--- src/rtl/ika2151_acc_pkg.sv ---
// Shared constants and types for the ika2151 output accumulator.
// Carrier masks are indexed by algorithm; bit n of an entry marks op n (0=M1..3=C2) as a carrier.
package ika2151_acc_pkg;

  localparam int ACC_W_DEF = 19;

  localparam logic [7:0][3:0] CARRIER_MASK = {
    4'b1111,  // alg 7
    4'b1110,  // alg 6
    4'b1110,  // alg 5
    4'b1100,  // alg 4
    4'b1000,  // alg 3
    4'b1000,  // alg 2
    4'b1000,  // alg 1
    4'b1000   // alg 0
  };

  localparam logic [4:0] SLOT_FIRST      = 5'd0;
  localparam logic [4:0] SLOT_NOISE      = 5'd31;
  localparam logic [4:0] SLOT_L_SH_START = 5'd3;
  localparam logic [4:0] SLOT_L_SH_END   = 5'd15;
  localparam logic [4:0] SLOT_R_SH_START = 5'd19;

  typedef struct packed {
    logic [2:0] expo;
    logic [9:0] mant;
  } flt_t;

endpackage

--- src/rtl/ika2151_acc_fltconv.sv ---
// Saturates a frame sum to 16 bits and registers its 10-bit mantissa / 3-bit exponent form.
// IKA2151_ACC_PARALLEL_OUT_EN additionally exposes the registered saturated value.
module ika2151_acc_fltconv
  import ika2151_acc_pkg::*;
#(
  parameter int ACC_W = ACC_W_DEF
) (
  input  logic                    clk,
  input  logic                    rst,
  input  logic                    i_latch,
  input  logic signed [ACC_W-1:0] i_sum,
  output flt_t                    o_flt
`ifdef IKA2151_ACC_PARALLEL_OUT_EN
  ,
  output logic signed [15:0]      o_lat
`endif
);

  localparam logic signed [ACC_W-1:0] SAT_MAX = 32767;
  localparam logic signed [ACC_W-1:0] SAT_MIN = -32768;

  logic signed [15:0] sat_v;
  logic [2:0]         lead_n;
  logic [2:0]         e_val;
  flt_t               flt_d, flt_q;

  always_comb begin
    if (i_sum > SAT_MAX) begin
      sat_v = 16'sh7fff;
    end else if (i_sum < SAT_MIN) begin
      sat_v = -16'sh8000;
    end else begin
      sat_v = i_sum[15:0];
    end

    // Highest bit of [14:9] that differs from the sign ends the run of sign copies.
    lead_n = 3'd6;
    for (int i = 0; i < 6; i++) begin
      if (sat_v[9+i] != sat_v[15]) lead_n = 3'(5 - i);
    end
    e_val = 3'd7 - lead_n;

    flt_d = flt_q;
    if (i_latch) begin
      flt_d.expo = e_val;
      flt_d.mant = 10'(sat_v >> (e_val - 3'd1));
    end
  end

  always_ff @(posedge clk) begin
    if (rst) flt_q <= '0;
    else     flt_q <= flt_d;
  end

  assign o_flt = flt_q;

`ifdef IKA2151_ACC_PARALLEL_OUT_EN
  logic signed [15:0] lat_d, lat_q;

  always_comb lat_d = i_latch ? sat_v : lat_q;

  always_ff @(posedge clk) begin
    if (rst) lat_q <= '0;
    else     lat_q <= lat_d;
  end

  assign o_lat = lat_q;
`endif

endmodule

--- src/rtl/ika2151_acc.sv ---
// Stereo output accumulator: sums carrier outputs per 32-slot frame and shifts float words to the DAC.
// IKA2151_ACC_PARALLEL_OUT_EN adds o_EMU_L/o_EMU_R/o_EMU_VALID parallel outputs.
module ika2151_acc
  import ika2151_acc_pkg::*;
#(
  parameter int ACC_W = ACC_W_DEF
) (
  input  logic               i_EMUCLK,
  input  logic               i_MRST,
  input  logic               i_phi1_NCEN_n,
  input  logic [4:0]         i_SLOT,
  input  logic [2:0]         i_ALG,
  input  logic [1:0]         i_RL,
  input  logic               i_NE,
  input  logic signed [13:0] i_OP_OUT,
  input  logic signed [13:0] i_ACC_NOISE,
  output logic               o_SO,
  output logic               o_SH1,
  output logic               o_SH2
`ifdef IKA2151_ACC_PARALLEL_OUT_EN
  ,
  output logic [15:0]        o_EMU_L,
  output logic [15:0]        o_EMU_R,
  output logic               o_EMU_VALID
`endif
);

  logic                    en;
  logic signed [13:0]      sample;
  logic signed [ACC_W-1:0] sample_ext, contrib_l, contrib_r, sum_l, sum_r;
  logic signed [ACC_W-1:0] acc_l_d, acc_l_q, acc_r_d, acc_r_q;
  logic                    carrier, latch;
  logic                    frame_valid_d, frame_valid_q;
  logic                    so_d, so_q, sh1_d, sh1_q, sh2_d, sh2_q;
  logic [12:0]             word_l, word_r;
  logic [3:0]              idx_l, idx_r;
  flt_t                    flt_l, flt_r;

  always_comb begin
    en         = ~i_phi1_NCEN_n;
    sample     = (i_SLOT == SLOT_NOISE && i_NE) ? i_ACC_NOISE : i_OP_OUT;
    sample_ext = {{(ACC_W-14){sample[13]}}, sample};
    carrier    = CARRIER_MASK[i_ALG][i_SLOT[4:3]];
    contrib_l  = (carrier && i_RL[0]) ? sample_ext : '0;
    contrib_r  = (carrier && i_RL[1]) ? sample_ext : '0;
    sum_l      = ((i_SLOT == SLOT_FIRST) ? '0 : acc_l_q) + contrib_l;
    sum_r      = ((i_SLOT == SLOT_FIRST) ? '0 : acc_r_q) + contrib_r;
    acc_l_d    = en ? sum_l : acc_l_q;
    acc_r_d    = en ? sum_r : acc_r_q;

    // A frame only counts once slot 0 has been seen since reset, so a partial frame is dropped.
    frame_valid_d = frame_valid_q | (en && i_SLOT == SLOT_FIRST);
    latch         = en && (i_SLOT == SLOT_NOISE) && frame_valid_q;

    word_l = flt_l;
    word_r = flt_r;
    idx_l  = 4'(i_SLOT - SLOT_L_SH_START);
    idx_r  = 4'(i_SLOT - SLOT_R_SH_START);

    so_d  = so_q;
    sh1_d = sh1_q;
    sh2_d = sh2_q;
    if (en) begin
      so_d  = 1'b0;
      sh1_d = 1'b0;
      sh2_d = 1'b0;
      if (i_SLOT >= SLOT_L_SH_START && i_SLOT <= SLOT_L_SH_END) begin
        sh1_d = 1'b1;
        so_d  = word_l[idx_l];
      end else if (i_SLOT >= SLOT_R_SH_START) begin
        sh2_d = 1'b1;
        so_d  = word_r[idx_r];
      end
    end
  end

  always_ff @(posedge i_EMUCLK) begin
    if (i_MRST) begin
      acc_l_q       <= '0;
      acc_r_q       <= '0;
      frame_valid_q <= 1'b0;
      so_q          <= 1'b0;
      sh1_q         <= 1'b0;
      sh2_q         <= 1'b0;
    end else begin
      acc_l_q       <= acc_l_d;
      acc_r_q       <= acc_r_d;
      frame_valid_q <= frame_valid_d;
      so_q          <= so_d;
      sh1_q         <= sh1_d;
      sh2_q         <= sh2_d;
    end
  end

  assign o_SO  = so_q;
  assign o_SH1 = sh1_q;
  assign o_SH2 = sh2_q;

`ifdef IKA2151_ACC_PARALLEL_OUT_EN
  logic signed [15:0] lat_l, lat_r;
  logic               emu_valid_d, emu_valid_q;

  ika2151_acc_fltconv #(.ACC_W(ACC_W)) u_conv_l (
    .clk(i_EMUCLK), .rst(i_MRST), .i_latch(latch), .i_sum(sum_l), .o_flt(flt_l), .o_lat(lat_l)
  );
  ika2151_acc_fltconv #(.ACC_W(ACC_W)) u_conv_r (
    .clk(i_EMUCLK), .rst(i_MRST), .i_latch(latch), .i_sum(sum_r), .o_flt(flt_r), .o_lat(lat_r)
  );

  always_comb emu_valid_d = en ? latch : emu_valid_q;

  always_ff @(posedge i_EMUCLK) begin
    if (i_MRST) emu_valid_q <= 1'b0;
    else        emu_valid_q <= emu_valid_d;
  end

  assign o_EMU_L     = lat_l;
  assign o_EMU_R     = lat_r;
  assign o_EMU_VALID = emu_valid_q;
`else
  ika2151_acc_fltconv #(.ACC_W(ACC_W)) u_conv_l (
    .clk(i_EMUCLK), .rst(i_MRST), .i_latch(latch), .i_sum(sum_l), .o_flt(flt_l)
  );
  ika2151_acc_fltconv #(.ACC_W(ACC_W)) u_conv_r (
    .clk(i_EMUCLK), .rst(i_MRST), .i_latch(latch), .i_sum(sum_r), .o_flt(flt_r)
  );
`endif

endmodule

--- config.mk ---
export PLATFORM = sky130hd
export DESIGN_NAME = ika2151_acc
export DESIGN_NICKNAME = d
export VERILOG_FILES = /design/src/rtl/ika2151_acc_pkg.sv /design/src/rtl/ika2151_acc_fltconv.sv /design/src/rtl/ika2151_acc.sv
export SDC_FILE = /design/constraint.sdc
export NUM_CORES = 1
export LEC_CHECK = 0
export ABC_AREA = 1
export CORE_MARGIN = 1
export CORE_UTILIZATION = 50
export CTS_CLUSTER_DIAMETER = 60
export DETAILED_ROUTE_END_ITERATION = 10
export GPL_ROUTABILITY_DRIVEN = 0
export HOLD_SLACK_MARGIN = 0.08
export PLACE_DENSITY = 0.76
export SYNTH_ARGS = -nofsm -noshare
export SYNTH_HDL_FRONTEND = slang
export SYNTH_SLANG_ARGS = --single-unit
--- constraint.sdc ---
create_clock -name i_EMUCLK -period 5.5 [get_ports i_EMUCLK]
set_clock_uncertainty 0.2 [all_clocks]
set_input_delay 1.1 -clock i_EMUCLK [delete_from_list [all_inputs] [get_ports i_EMUCLK]]
set_output_delay 1.1 -clock i_EMUCLK [all_outputs]
set_load 0.02 [all_outputs]
==> impl_results.md <==
* Status: complete, no violations
* Slew Limit Fails at 0
* R2R Setup Slk at 1810 ps
* Layout cells sized above 1 at 23.9%
* Nets at 1,505
* Power Density at 242 nW/µm²
* Synthesized area at 7180 µm²
* Final worst setup slack at 152 ps
* Syn nets at 1,317
* Arr. time, crit path at 5320 ps
* Worst min path class: reg2reg
* Worst-path clk slew at 60 ps
* Core area at 13,900 µm²
* PortBufs at 44
* Initial antenna violation count at 0
* Vias at 8,659
* Syn Area/Cell at 5.81 µm²
* Hold_buf cts at 0
* Critical R2R Capture: u_conv_r.o_flt[1]$_SDFFE_PP0P_
* Initial core utilization at 51.5%
* Worst skew pair latency at 340 ps
* Startpoint types: input pin
* R2R depth at 32
* Finished Layout Cells at 1,608
* First-pass GRT wire length at 34,200 µm
* Inst Count DP at 1,574
* Crit-path max FO at 12
* Hold path startpoint: acc_r_q[0]$_SDFFE_PP0N_
* Die Y-Extent at 122 µm
* Worst hold stages at 2
* Fin. Hold Viols at 0
* Flops & latches, synth at 68
* Maximum clock rate at 187 MHz
* Antenna Diode Count at 0
* IO Count at 45
* Layout Area Growth over Synthesis at 38.4%
* Via density per instance at 5.38
* PnR Total Power at 2.41 mW
* Crit path max-delay cell type: clkdlybuf4s50_1
* Crit path kind: in2reg
* Number of enable flip-flop cells after synthesis at 0
* CP most frequent cell: nand2_1
* Antenna Nets Post-Route at 0
* Synth Warn # at 0
* Largest net degree at the start of global routing at 52
* Crit end category: register
* Iter 0 DRT Violations at 620
* Row Count at 43
* Hold Path Sink: acc_r_q[0]$_SDFFE_PP0N_
* Seq/Total Area, Yosys at 19.0%
* # clock sinks at 68
* Post-layout util at 71.3%
* CTS Buf Count at 9
* TritonCTS clock tree: yes
* Pre-Repair DR Iteration Count at 8
* Chip width at 122 µm
* GR Util All Layers at 28.8%
* Max Cap Viol at 0
* RSZ-0062 raised after global routing: true
* Min Tclk post-route at 5350 ps
* Post-Place Worst Slack at -276 ps
* Bufs on Longest Clock Path at 2
* Die ar. at 14,800 µm²
* DP HPWL at 16,100 µm
* Synth cell types at 49
* Reg-to-reg startpoint: acc_r_q[0]$_SDFFE_PP0N_
* Wirelength per Cell at 14.2 µm
* Critical path startpoint: i_SLOT[1]
* CTS root buf: clkbuf_16
* Crit share post-route at 97.2%
* Synth Instances at 1,235
* Slew HR at 34.1%
* Grt total ovfl at 0
* Vias in the first global route at 7,713
* Fraction of registers with async set/reset at 0%
* Max IR drop VDD at 154 µV
* Drt drc at 0
* WP data required at 5470 ps
* Worst Tran Pin Value at 989 ps
* Setup violations, final at 0
* Commonest non-fill, non-tap cell in the layout: nand2_1
* CP peak stage delay at 480 ps
* Leakage at 5.20 nW
* H-tree levels at 3
* Final WL at 22,900 µm
* Ys flop type: dfxtp_1
* Most frequent cells in the layout: 279 x nand2_1, 188 x inv_1, 168 x buf_4
==> logic make-up (layout without fill, tap and decap cells) <==
kind of cell             count (synthesis)  count (layout)  share of synthesized area [%]
AND/OR/NAND/NOR                        621             621                           37.7
buffers and inverters                  249             442                           14.1
AO/OA/AOI/OAI                          216             216                           16.4
flip-flops                              68              68                           19.0
adder cells (fa/ha/maj)                 40              40                           7.18
XOR/XNOR                                29              29                           4.06
multiplexers                            12              12                           1.67
==> state kept, by name (all words and copies together), names as in the netlist <==
| signal | flops |
|---|---|
| acc_l_q | 19 |
| acc_r_q | 19 |
| u_conv_l.o_flt | 13 |
| u_conv_r.o_flt | 13 |
| frame_valid_q | 1 |
| o_SH1 | 1 |
| o_SH2 | 1 |
| o_SO | 1 |
==> where the power goes <==
group          total [mW]  switching [mW]  leakage (nW)  internal (mW)
Sequential          0.528          0.0101         0.557          0.518
Clock               0.622           0.215         0.159          0.407
Combinational        1.26           0.722          4.48          0.534
==> worst max-delay path: cells and delay by family <==
family,cells,cell delay (ps)
adder cells (fa/ha/maj),2,570
multiplexers,1,210
buffers and inverters,7,1330
AO/OA/AOI/OAI,1,80
AND/OR/NAND/NOR,21,2030
==> final cells by class <==
class,instances,area [µm²]
clock buffer,11,243
multi-input combinational,918,5350
timing repair buffer,224,1920
tap,180,225
inverter,202,763
clock inverter,5,75.1
fill,1090,4000
sequential,68,1360
==> per-stage QoR <==
stage | TNS, ps | area (µm²) | hold WS [ps]
finish | 0 | 9930 | 261
global route | -1220 | 9930 | 290
CTS | 0 | 9220 | 256
detailed placement | -3570 | 8900 | 248
global placement | -2030 | 8900 | 244
floorplan | 0 | 7180 | 230
==> what timing repair did <==
action,in CTS,in global routing
buffers inserted,0,17
endpoints found under the setup margin,0,20
gates resized for setup,0,140
==> metal layers <==
layer / wire length, µm / GRT usage (%) / up-vias
met4: 999 / 12.8 / 0
met3: 1160 / 4.17 / 82
met5: 0 / 0 / -
met2: 11500 / 51.6 / 292
li1: - / - / 4328
met1: 9210 / 33.7 / 3957
==> worst max-delay path by stage <==
| stage | slack, ps | end | depth (start not counted) |
|---|---|---|---|
| after floorplan | 170 | u_conv_r.o_flt[6]$_SDFFE_PP0P_ | 38 |
| after global placement | -180 | u_conv_r.o_flt[6]$_SDFFE_PP0P_ | 35 |
| after detailed placement | -280 | u_conv_r.o_flt[6]$_SDFFE_PP0P_ | 35 |
| after CTS | 60 | u_conv_r.o_flt[6]$_SDFFE_PP0P_ | 35 |
| after global routing | -140 | u_conv_l.o_flt[1]$_SDFFE_PP0P_ | 32 |
| final | 150 | u_conv_l.o_flt[8]$_SDFFE_PP0P_ | 32 |
==> cells in the mapped netlist (4+ instances only) <==
| cell type | n | area, µm² |
|---|---|---|
| xnor2_1 | 12 | 105 |
| xor2_1 | 15 | 131 |
| ha_1 | 38 | 475 |
| buf_1 | 4 | 15.0 |
| nand2_2 | 19 | 119 |
| a21oi_1 | 103 | 515 |
| nand3_1 | 126 | 631 |
| nand3b_1 | 8 | 60.1 |
| nand2_1 | 308 | 1160 |
| o21bai_1 | 6 | 45.0 |
| nor3_1 | 5 | 25.0 |
| clkbuf_1 | 24 | 90.1 |
| nor2_1 | 125 | 469 |
| inv_2 | 5 | 18.8 |
| dfxtp_1 | 68 | 1360 |
| o21ai_0 | 69 | 345 |
| nand3_2 | 4 | 40.0 |
| inv_1 | 193 | 724 |
| buf_6 | 4 | 45.0 |
| nand4_1 | 13 | 81.3 |
| buf_4 | 5 | 37.5 |
| mux2i_1 | 12 | 120 |
| o211ai_1 | 13 | 97.6 |
| buf_2 | 9 | 45.0 |
| a21o_1 | 4 | 30.0 |
| o21ai_1 | 8 | 40.0 |
Power figures use the tool's default switching activity.
